--- config.mk ---
export PLATFORM = sky130hd
export DESIGN_NAME = serial_sub_seq
export DESIGN_NICKNAME = d
export VERILOG_FILES = /design/src/rtl/serial_sub_seq_pkg.sv /design/src/rtl/serial_sub_seq_full_sub.sv /design/src/rtl/serial_sub_seq.sv
export SDC_FILE = /design/constraint.sdc
export NUM_CORES = 1
export LEC_CHECK = 0
export ABC_AREA = 1
export CAP_MARGIN = 0
export CELL_PAD_IN_SITES_DETAIL_PLACEMENT = 2
export CELL_PAD_IN_SITES_GLOBAL_PLACEMENT = 2
export CORE_MARGIN = 3
export CORE_UTILIZATION = 28
export DETAILED_ROUTE_END_ITERATION = 16
export PLACE_DENSITY_LB_ADDON = 0.12
export REMOVE_ABC_BUFFERS = 1
export SLEW_MARGIN = 20
export SYNTH_ARGS = -nofsm -noshare
export SYNTH_HDL_FRONTEND = slang
export SYNTH_HIERARCHICAL = 1
export SYNTH_SLANG_ARGS = --single-unit
--- constraint.sdc ---
create_clock -name clk -period 1.5 [get_ports clk]
set_input_delay 0.3 -clock clk [delete_from_list [all_inputs] [get_ports clk]]
set_output_delay 0.3 -clock clk [all_outputs]
set_load 0.05 [all_outputs]
--- src/rtl/serial_sub_seq_pkg.sv ---
`default_nettype none
// ============================================================================
//  Module   : serial_sub_seq_pkg
//  Brief    : Shared types and constants for the bit-serial subtract sequencer
//  Revision : 1.0 - initial release
// ============================================================================
package serial_sub_seq_pkg;

    // Default operand width matches the FP exponent field.
    localparam int DEFAULT_WIDTH = 8;

    // Sequencer state encoding.
    typedef enum logic [1:0] {
        ST_IDLE  = 2'd0,
        ST_SHIFT = 2'd1,
        ST_DONE  = 2'd2
    } state_t;

endpackage : serial_sub_seq_pkg
`default_nettype wire

--- src/rtl/serial_sub_seq_full_sub.sv ---
`default_nettype none
// ============================================================================
//  Module   : full_sub
//  Brief    : One-bit full subtractor cell (a - b - bin)
//  Revision : 1.0 - initial release
// ============================================================================
module full_sub (
    input  logic i_a,
    input  logic i_b,
    input  logic i_bin,
    output logic o_d,
    output logic o_bout
);

    // Difference bit and borrow out of this bit position.
    always_comb begin
        o_d    = i_a ^ i_b ^ i_bin;
        o_bout = (~i_a & i_b) | (~i_a & i_bin) | (i_b & i_bin);
    end

endmodule : full_sub
`default_nettype wire

--- src/rtl/serial_sub_seq.sv ---
`default_nettype none
// ============================================================================
//  Module   : serial_sub_seq
//  Brief    : Bit-serial subtractor, LSB first, one bit per clock, with
//             valid/ready handshakes on operands and result
//  Revision : 1.0 - initial release
// ============================================================================
module serial_sub_seq
    import serial_sub_seq_pkg::*;
#(
    parameter int WIDTH = DEFAULT_WIDTH
) (
    input  logic             clk,
    input  logic             rst,
    input  logic             in_valid,
    output logic             in_ready,
    input  logic [WIDTH-1:0] a,
    input  logic [WIDTH-1:0] b,
    output logic             out_valid,
    input  logic             out_ready,
    output logic [WIDTH-1:0] diff,
    output logic             borrow
);

    localparam int             CNT_W      = $clog2(WIDTH);
    localparam logic [CNT_W-1:0] c_cnt_last = CNT_W'(WIDTH - 1);

    state_t             r_state;
    state_t             w_state_next;
    logic [WIDTH-1:0]   r_a_sr;
    logic [WIDTH-1:0]   r_b_sr;
    logic [WIDTH-1:0]   r_d_sr;
    logic               r_bc;
    logic [CNT_W-1:0]   r_cnt;
    logic               w_d;
    logic               w_bo;
    logic               w_accept;
    logic               w_shift;

    // Single subtractor cell, fed by the LSBs of the operand shifters.
    full_sub u_full_sub (
        .i_a    (r_a_sr[0]),
        .i_b    (r_b_sr[0]),
        .i_bin  (r_bc),
        .o_d    (w_d),
        .o_bout (w_bo)
    );

    // State register.
    always_ff @(posedge clk or posedge rst) begin
        if (rst) begin
            r_state <= ST_IDLE;
        end else begin
            r_state <= w_state_next;
        end
    end

    // Next-state and handshake outputs.
    always_comb begin
        w_state_next = r_state;
        in_ready     = 1'b0;
        out_valid    = 1'b0;
        w_shift      = 1'b0;
        case (r_state)
            ST_IDLE: begin
                in_ready = 1'b1;
                if (in_valid) begin
                    w_state_next = ST_SHIFT;
                end
            end
            ST_SHIFT: begin
                w_shift = 1'b1;
                if (r_cnt == c_cnt_last) begin
                    w_state_next = ST_DONE;
                end
            end
            ST_DONE: begin
                out_valid = 1'b1;
                // A new operand offered alongside out_ready waits for IDLE.
                if (out_ready) begin
                    w_state_next = ST_IDLE;
                end
            end
            default: begin
                w_state_next = ST_IDLE;
            end
        endcase
    end

    assign w_accept = in_valid & in_ready;

    // Operand load, per-bit shift, borrow carry and bit counter.
    always_ff @(posedge clk or posedge rst) begin
        if (rst) begin
            r_a_sr <= '0;
            r_b_sr <= '0;
            r_d_sr <= '0;
            r_bc   <= 1'b0;
            r_cnt  <= '0;
        end else if (w_accept) begin
            r_a_sr <= a;
            r_b_sr <= b;
            r_bc   <= 1'b0;
            r_cnt  <= '0;
        end else if (w_shift) begin
            r_a_sr <= {1'b0, r_a_sr[WIDTH-1:1]};
            r_b_sr <= {1'b0, r_b_sr[WIDTH-1:1]};
            r_d_sr <= {w_d, r_d_sr[WIDTH-1:1]};
            r_bc   <= w_bo;
            r_cnt  <= r_cnt + CNT_W'(1);
        end
    end

    // Result registers drive the outputs directly and hold the last result.
    assign diff   = r_d_sr;
    assign borrow = r_bc;

endmodule : serial_sub_seq
`default_nettype wire
==> impl_metrics.toml, run 1 <==
[place]
port_buffers = 30
globalplace.congestion = 0.7125
hpwl_um = 2723

[routing]
routed_wl_um = 3635
vias = 1206
avgRoutedWirePerCell_um = 14.78
drt_iter0_markers = 50
final_antenna_net_count = 0
drc = 0
drtPass1Iterations = 4
viasPerCell = 4.902

[power]
ir_drop_v = 0.0006062
leakage_nw = 0.9555
powerDensity_nw_per_um2 = 2127

[worst_setup_path]
crit_type = "register to output port"
critPathLaunchType = "register"
critPathRequiredTime_ns = 1.20
r2r-start = "r_a_sr[0]"
critPathLaunch = "r_state[0]"
arrival_ns = 1.12
reg2reg_depth = 5
end_kind = "output port"
crit_fanout = 4

[status]
status = "finished, final reports clean"

[timing]
fin_skew_ns = 0.003749
worst_pin_slew_ns = 0.2296
setup_violations = 0
fmax_mhz = 704.8
slew_violations = 0
finalHoldViolCount = 0
max_slew_margin_pct = 84.70
fin_crit_ns = 1.419
tns_ns = 0
period_share_pct = 94.59

[yosys]
yosysWarnings = 6
syn-cell-area_um2 = 1320
yosysSeqAreaShare_pct = 56.87
post_synth_num_cell_types = 14
postSynthCellCount = 153
synth-seq-cells = 30
syn_area_per_cell_um2 = 8.628

[layout]
drive_gt1_share_pct = 16.49
nets = 217
diodes = 0
fill_cells = 496
area_growth_pct = 45.69
post-route-util_pct = 43.27

[global_route]
antenna_found_initial = 0
grt_overflow = 0
grt_util_all_layers_pct = 15.23
grt_pass1_vias = 1356
grt_max_degree = 31
grt_pass1_wl_um = 6458

[floorplanning]
die_area_um2 = 5574
fp.dieW_um = 74.66
start_util_pct = 29.70
io_pins = 31
num_rows = 24
core_area_um2 = 4444
die_y_um = 74.66

[clock_network]
cts_tree = "built"
cts_root_buf = "clkbuf_8"
clk_pin_slew_ns = 0.06
clock_latency_ns = 0.27
cts_buffer_depth = 2
cts.sinks = 30
cts_buffers = 5
h-tree-depth = 2

[min_path]
hold_path_class = "input port to async pin"

[job]
drv_cap = 0
## placed cells by master, fill, tap and decap left out
master,count
nand2_1,69
buf_12,12
nand3_1,30
inv_1,5
nor2_4,1
nand2_2,1
buf_4,11
ha_1,2
clkbuf_8,5
o21ai_1,3
fa_1,1
dfrtp_1,30
clkdlybuf4s50_1,19
inv_2,2
clkbuf_1,2
o21ai_0,1
## cell usage after synthesis
master    n  area, µm²
nand3_1  30      150.1
fa_1      1      20.02
nand2_1  69      259.0
o21ai_1   3      15.01
ha_1      2      25.02
inv_2     2      7.510
dfrtp_1  30      750.7
buf_2     5      25.02
nor2_4    1      11.26
buf_4     2      15.01
buf_6     1      11.26
o21ai_0   1      5.000
inv_1     5      18.77
nand2_2   1      6.260
## through the flow
step	setup slack (ns)	power (W)	instance area, µm²	hold WS [ns]	instances
after floorplan	0.1155	0.002427	1269	0.3908	145
after global placement	0.2106	0.003402	1832	0.4587	237
after detailed placement	0.1058	0.003517	1832	0.4627	237
after CTS	0.01858	0.004141	1908	0.3869	244
after global routing	-0.01195	0.004436	1923	0.4124	246
final	0.08120	0.004091	1923	0.3766	246
## where the power goes
part	switching [W]	internal, W	total [W]
Combinational	0.00114	0.000934	0.00208
Clock	0.000277	0.000319	0.000596
Sequential	0.000281	0.00114	0.00142
## critical path, stage by stage, from the launching register on
cell	delay, ns
dfrtp_1	0.45
nor2_4	0.23
buf_12	0.16
## metal layers
| metal | vias to the layer above | global-route usage (%) | part of all wire, % |
|---|---|---|---|
| met5 | - | 0 | 0 |
| met4 | 0 | 4.150 | 1.0 |
| met2 | 25 | 27.12 | 53 |
| li1 | 564 | - | - |
| met3 | 4 | 4.272 | 4.0 |
| met1 | 613 | 17.97 | 42 |
## flip-flops by register name (all words and copies together) (netlist names)
name,flops
r_a_sr,8
r_cnt,3
r_b_sr,8
r_state,2
diff,8
borrow,1
## timing repair
item | CTS | global route
hold buffers | 0 | 0
setup endpoints to repair | 0 | 1
resized for setup | 0 | 0
setup buffers | 0 | 2
## worst paths after layout
path | to | slack (ns)
worst max-delay path | in_ready | 0.08
worst min-delay path | borrow | 0.38
worst max register to register | diff[7] | 0.32
worst min register to register | r_b_sr[7] | 0.48
max in group asynchronous | r_state[0] | 0.95
min in group clk | r_b_sr[7] | 0.48
## kinds of logic after synthesis
| kind of cell | after synthesis | share of synthesized area, % |
|---|---|---|
| buf+inv | 15 | 5.876 |
| compound gates | 4 | 1.516 |
| simple gates | 101 | 32.32 |
| flops | 30 | 56.87 |
| fa+ha+maj | 3 | 3.412 |
## area by class of cell
class	instances	area, µm²	share of cell area (%)
Inverter	7	26.28	1.366
Clock buffer	7	76.32	3.969
Tap cell	52	65.06	3.383
Sequential cell	30	750.7	39.04
Timing Repair Buffer	42	513.0	26.68
Multi-Input combinational cell	108	491.7	25.57
Note: power is estimated with default switching activity, not from simulation.
==> inputs of run 2 (changes only) <==
--- a/config.mk
+++ b/config.mk
@@ -14,6 +14,7 @@
 export DETAILED_ROUTE_END_ITERATION = 16
 export PLACE_DENSITY_LB_ADDON = 0.12
 export REMOVE_ABC_BUFFERS = 1
+export SKIP_CTS_REPAIR_TIMING = 1
 export SLEW_MARGIN = 20
 export SYNTH_ARGS = -nofsm -noshare
 export SYNTH_HDL_FRONTEND = slang
==> results of run 2 <==
Final layout, timing and power as in run 1 (identical DEF).
